[config.mk]
export PLATFORM = sky130hd
export DESIGN_NAME = bidir_shift_reg
export DESIGN_NICKNAME = d
export VERILOG_FILES = /design/src/rtl/bidir_shift_reg.sv
export SDC_FILE = /design/constraint.sdc
export NUM_CORES = 1
export LEC_CHECK = 0
export CAP_MARGIN = 20
export CORE_AREA = 8 8 45 47
export DETAILED_ROUTE_END_ITERATION = 8
export DIE_AREA = 0 0 53 55
export SLEW_MARGIN = 20
export SYNTH_ARGS = -nofsm -noshare
export SYNTH_HDL_FRONTEND = slang
export SYNTH_SLANG_ARGS = --single-unit
[constraint.sdc]
create_clock -name clk -period 0.8 [get_ports clk]
set_input_delay 0.16 -clock clk [delete_from_list [all_inputs] [get_ports clk]]
set_output_delay 0.16 -clock clk [all_outputs]
set_load 0.005 [all_outputs]
[src/rtl/bidir_shift_reg.sv]
`default_nettype none
// ============================================================================
// Module   : bidir_shift_reg
// Brief    : D_SIZE-bit serial-in / parallel-out shift register, left or right
// Revision : 1.0 - initial release
// ============================================================================
module bidir_shift_reg #(
    parameter int D_SIZE = 4
) (
    input  logic              clk,
    input  logic              rst,
    input  logic              in,
    input  logic              en,
    input  logic              dir,
    output logic [D_SIZE-1:0] out
);

    logic [D_SIZE-1:0] shift_q;
    logic [D_SIZE-1:0] shift_d;

    always_comb begin
        shift_d = shift_q;
        if (en) begin
            if (dir) begin
                shift_d = {in, shift_q[D_SIZE-1:1]};
            end else begin
                shift_d = {shift_q[D_SIZE-2:0], in};
            end
        end
    end

    // Reset wins over enable; no asynchronous clear by design.
    always_ff @(posedge clk) begin
        if (rst) begin
            shift_q <= '0;
        end else begin
            shift_q <= shift_d;
        end
    end

    assign out = shift_q;

endmodule
`default_nettype wire

; ---- Yosys cells after proc, flatten, opt, wreduce, memory -nomap -nowiden
; Cells that the tools add are included.
[totals]
register_bits = 4
in_bits = 5
output_inout_bits = 4
word_cells = 2
[op_classes]
mux = 1
[ops]
columns = operator, n
row1 = two-way mux 4 bit, 1

; ---- Longest topological paths before layout
; Gate-level depths: netlist of run 1.
[depth]
word_depth = 1
depth_mapped = 3
ltp_nobuf = 2

; ---- Least setup slack after synthesis of run 1
; Ideal clock, no wire load.
[synth_timing]
path_type = register to register
start = register shift_q[1] (netlist: out[1])
end = register shift_q[0] (netlist: out[0])
setup_time_ps = 86
t_arrival_ps = 631
t_required_ps = 714
setup_slack_ps = 84
stages_incl_launch_ff = 3
n_path_buf = 0
synth_period_minus_slack_ps = 716
path_cell_list = dfxtp_1 > mux2i_1 > a211oi_1
[synth_via]
elab_chain_len = 1
[synth_rtl]
columns = element, line
row1 = "start, declared", 18  ; logic [D_SIZE-1:0] shift_q;
row2 = "start signal, assigned", 37  ; shift_q <= shift_d;
row3 = two-way mux 4 bit, 24  ; if (dir) begin
; Every way passes these cells.
; A chain may end at the register's enable or synchronous reset.

; ---- Final worst setup path of run 1
[layout_timing]
start = register shift_q[1] (netlist: out[1])
end = output out[1]
[layout_lines]
columns = element, line
row1 = "end, declared", 15  ; output logic [D_SIZE-1:0] out
; No word-level cell between the ends.

==> results of run 1 <==
cells in the mapped netlist:
master | n | area share
buf_1 | 1 | 0.022
mux2i_1 | 4 | 0.23
a211oi_1 | 4 | 0.17
clkbuf_2 | 1 | 0.029
nor2_1 | 4 | 0.086
dfxtp_1 | 4 | 0.46
worst min-delay path by stage:
| stage | startpoint | to | slack, ps | cells after the start |
|---|---|---|---|---|
| after floorplan | rst | out[0]$_SDFFE_PP0P_ | 230 | 1 |
| after global placement | out[0]$_SDFFE_PP0P_ | out[0]$_SDFFE_PP0P_ | 600 | 3 |
| after detailed placement | out[0]$_SDFFE_PP0P_ | out[0]$_SDFFE_PP0P_ | 600 | 3 |
| after CTS | en | out[0]$_SDFFE_PP0P_ | 410 | 2 |
| after global routing | in | out[0]$_SDFFE_PP0P_ | 340 | 3 |
| final | in | out[0]$_SDFFE_PP0P_ | 320 | 3 |
layout by cell type (no fill, tap or decap):
master,count
mux2i_1,4
nor2_1,4
dfxtp_2,4
buf_4,4
a211oi_1,3
clkbuf_4,3
dlygate4sd2_1,2
buf_6,2
buf_2,2
a211oi_2,1
dlymetal6s2s_1,1
clkdlybuf4s50_1,1
layout make-up:
class | count | share of cell area
Multi-Input combinational cell | 12 | 0.2813
Clock buffer | 3 | 0.07031
Sequential cell | 4 | 0.2656
Timing Repair Buffer | 12 | 0.3203
Tap cell | 16 | 0.06250
report_power, final:
| part | leakage, nW | switching, mW | internal [mW] |
|---|---|---|---|
| logic | 0.105 | 0.0425 | 0.0644 |
| registers | 0.0344 | 0.00780 | 0.217 |
| clock network | 0.0138 | 0.0782 | 0.167 |
| total | 0.154 | 0.129 | 0.449 |
what timing repair did:
| action | in CTS | in global routing |
|---|---|---|
| setup buffers | 0 | 0 |
| resized for setup | 22 | 4 |
| hold buffers | 0 | 0 |
| pin swaps | 2 | 0 |
| endpoints found under the hold margin | 0 | 0 |
| cloned | 0 | 0 |
| setup endpoints to repair | 8 | 8 |
stage by stage:
step / TNS (ps) / setup slack, ps / util / power, mW
3_3_place_gp: -2272 / -402.4 / 0.2134 / 0.3384
4_1_cts: -129.8 / -35.55 / 0.2170 / 0.5846
2_1_floorplan: 0 / 83.79 / - / 0.2663
5_1_grt: -270.0 / -43.65 / 0.2315 / 0.6180
3_5_place_dp: -2311 / -427.3 / 0.2134 / 0.3387
6_report: -61.17 / -18.44 / 0.2315 / 0.5779
per-layer routing:
metal	track usage	vias up
met5	0	-
met4	0.03879	0
met1	0.02879	79
li1	-	91
met2	0.04297	7
met3	0.04545	0
logic make-up after synthesis:
family	after synthesis	synth area share
and+or+nand+nor	4	0.08631
AOI/OAI and AO/OA	4	0.1727
DFF	4	0.4605
buffers and inverters	2	0.05031
muxes	4	0.2302
==> metrics.csv, run 1 <==
metric,value,unit
status,"finished, violations left",
violations,negative setup slack,
top_layer,met3,
ant_nets,0,
clk_pin_slew_worst_paths,40,ps
cts_tree,built,
rsz0062_at_grt,yes,
cellLeakagePower,0.1536,nW
slew_violations,0,
grt_overflow,0,
port_buffers,8,
n_antenna_cell,0,
grt_antenna_before_repair,0,
routed_wl,465,um
grt_pass1_wl,683,um
route.detailed.drc,0,
startpoint,out[1]$_SDFFE_PP0P_,
syn_inst,18,
r2r_cells,3,
ys_ff_latch,4,
cp_top_family,flip-flops,
max_stage_delay,310,ps
root_buffer,clkbuf_4,
synthToLayoutAreaGrowth,84.17,%
hold_path.class,in2reg,
cp-start-kind,flop,
syn-num-nets,23,
grt_max_degree,9,
numCtsBuffers,3,
power_density,1804,nW/um2
setup_ws,-18.44,ps
critPathRequiredTime,640,ps
place_congestion,0.6872,
avgViaCountPerCell,3.766,
hold_viol,0,
grtUsageTotal,0.03657,
yosysWarnings,0,
io_pins,9,
crit_slowest_cell,dfxtp_2,
path_max_fanout,2,
setup_viol,5,
worstPathCellList,buf_2,
worstMarginPinSlew,275.4,ps
slew_headroom,0.8164,
critPathBufInv,1,
cp_num_cells,1,
drive_gt1_frac,0.5161,
peakVddDrop,0.4225,mV
syn_avg_cell_area,9.662,um2
placed_cell_area,295.3,um2
fin_crit_sh,1.023,
core,1384,um2
die-area,2915,um2
met1_length,170,um
die_y,55,um
first_global_vias,170,
fmax,1222,MHz
period_needed,818.4,ps
finClkSkew,4.687,ps
initial_core_util,0.1257,
finalNetCount,38,
htree_num_levels,1,
seq_area,85.08,um2
die_w,53,um
via_count,177,
wl_met2,208,um
final_cell_count_no_fill,47,
worstPathArrival,660,ps
dr.pass1.iters,1,
hold_slack,320.0,ps
drtIter0Drc,0,
largest_reg_flops,4,
synth_seq_area_share,0.4604,
syn_area,173.9,um2
wl_met3,87,um
multi_input_area,90.09,um2
design_area,320.3,um2
clockBufferDepth,2,
clock-sinks,4,
crit_end,out[1],
clkLatencyLatePin,230,ps
path_class,reg2out,
rows,14,
drv_cap,0,
r2r_end,out[3]$_SDFFE_PP0P_,
dp_cells,44,
synth_cell_type_count,6,
fillers,165,
critical_path.endpoint_type,output port,
routedWlPerCell,9.894,um
timing.rr.start,out[2]$_SDFFE_PP0P_,
rrSetupSlack,-10,ps
Power figures use the tool's default switching activity.
==> run 2, diff against run 1 <==
Settings changed: SLEW_MARGIN 20 to default.
==> results of run 2 <==
Same layout as run 1: the final DEF is identical, and so are final timing and power.
==> run 3, diff against run 2 <==
Settings changed: GPL_TIMING_DRIVEN from default to 0, SETUP_SLACK_MARGIN from default to 0.3.
==> run 3 against run 2 <==
  * The run still ends with negative setup slack left
  * Core utilization grew 0.45 points
  * Critical path type unchanged
  * Non-clock buffer count stayed put
  * Total power increased by 1.6%
==> metrics.csv, run 3 (synthesis gave the netlist of run 1 again) <==
metric,value,unit,change
status,"finished, violations left",,unchanged
violations,negative setup slack,,unchanged
timing.rr.start,out[2]$_SDFFE_PP0P_,,unchanged
clkLatencyLatePin,230,ps,about the same
largest_reg_flops,4,,unchanged
wl_met2,202,um,was 208 um
port_buffers,6,,was 8
rsz0062_at_grt,yes,,unchanged
fin_crit_sh,1.023,,about the same
n_antenna_cell,0,,unchanged
power_density,1799,nW/um2,was 1804 nW/um2
avgViaCountPerCell,3.894,,was 3.766
path_class,reg2out,,unchanged
finClkSkew,2.110,ps,was 4.687 ps
grt_max_degree,9,,unchanged
htree_num_levels,1,,unchanged
wl_met3,92,um,was 87 um
slew_violations,0,,unchanged
clock-sinks,4,,unchanged
critPathRequiredTime,640,ps,about the same
period_needed,818.6,ps,was 818.4 ps
top_layer,met4,,was met3
postCtsHoldBufs,0,,unchanged
clockBufferDepth,2,,unchanged
die_y,55,um,unchanged
drive_gt1_frac,0.5484,,was 0.5161
cp_top_family,flip-flops,,unchanged
worstPathCellList,buf_6,,was buf_2
slew_headroom,0.8758,,was 0.8164
startpoint,out[2]$_SDFFE_PP0P_,,was out[1]$_SDFFE_PP0P_
die_w,53,um,unchanged
critPathBufInv,1,,unchanged
route.detailed.drc,0,,unchanged
finalNetCount,38,,unchanged
min_from,en,,was in
worstPathArrival,660,ps,about the same
die-area,2915,um2,unchanged
cp-start-kind,flop,,unchanged
path_max_fanout,2,,unchanged
ant_nets,0,,unchanged
first_global_vias,194,,was 170
final_cell_count_no_fill,47,,unchanged
routedWlPerCell,10.72,um,was 9.894 um
max_stage_delay,320,ps,was 310 ps
root_buffer,clkbuf_4,,unchanged
crit_slowest_cell,dfxtp_2,,unchanged
via_count,183,,was 177
core,1384,um2,unchanged
hold_path.class,in2reg,,unchanged
routed_wl,504,um,was 465 um
grt_pass1_wl,793,um,was 683 um
io_pins,9,,unchanged
critical_path.endpoint_type,output port,,unchanged
met1_length,202,um,was 170 um
place_congestion,0.6156,,was 0.6872
setup_viol,5,,unchanged
initial_core_util,0.1257,,unchanged
hold_viol,0,,unchanged
peakVddDrop,0.4935,mV,was 0.4225 mV
dr.pass1.iters,4,,was 1
rows,14,,unchanged
numCtsBuffers,3,,unchanged
grt_antenna_before_repair,0,,unchanged
cts_tree,built,,unchanged
drtIter0Drc,4,,was 0
grtUsageTotal,0.04042,,was 0.03657
dp_cells,40,,was 44
setup_ws,-18.56,ps,was -18.44 ps
cellLeakagePower,0.1464,nW,was 0.1536 nW
drv_cap,0,,unchanged
synthToLayoutAreaGrowth,87.77,%,was 84.17%
hold_slack,217.3,ps,was 320.0 ps
grt_overflow,0,,unchanged
worstMarginPinSlew,185.1,ps,was 275.4 ps
clk_pin_slew_worst_paths,40,ps,about the same
fmax,1222,MHz,about the same
==> run 3: final timing paths <==
path	cells past startpoint	slack [ps]	endpoint
setup / recovery	1	-20	out[2]
hold / removal	2	220	out[3]$_SDFFE_PP0P_
setup reg to reg	3	-10	out[1]$_SDFFE_PP0P_
hold reg to reg	3	610	out[3]$_SDFFE_PP0P_
==> run 3: power by group <==
part	total (mW)	switching (mW)	internal, mW
Clock	0.245	0.0772	0.167
Sequential	0.227	0.00983	0.218
Combinational	0.115	0.0415	0.0737
Total	0.587	0.129	0.459
==> run 3: per-layer routing <==
metal,up-vias,GRT usage
li1,91,-
met5,-,0
met3,2,0.03209
met4,0,0.05172
met2,10,0.04492
met1,80,0.04097
==> run 3: timing repair <==
item / CTS / global route
buffers inserted: 4 / 0
endpoints found under the setup margin: 8 / 8
resized for setup: 16 / 4
==> run 3: area by class of cell <==
| class | count | area (um2) |
|---|---|---|
| clock buffer | 3 | 22.52 |
| timing repair buffer | 10 | 95.09 |
| buffer | 2 | 18.77 |
| sequential | 4 | 85.08 |
| multi-input combinational | 12 | 85.08 |
| tap | 16 | 20.02 |
| fill | 155 | 1057 |
==> run 3: per-stage QoR <==
| step | setup WS [ps] | power, mW | TNS [ps] | utilization | area, um2 |
|---|---|---|---|---|---|
| global route | -45.13 | 0.6288 | -267.5 | 0.2360 | 326.6 |
| CTS | -30.31 | 0.5837 | -110.0 | 0.2179 | 301.5 |
| floorplan | 148.4 | 0.2742 | 0 | - | 188.9 |
| detailed placement | -205.9 | 0.3219 | -1385 | 0.1944 | 269.0 |
| global placement | -199.8 | 0.3203 | -1339 | 0.1944 | 269.0 |
| finish | -18.56 | 0.5873 | -55.58 | 0.2360 | 326.6 |
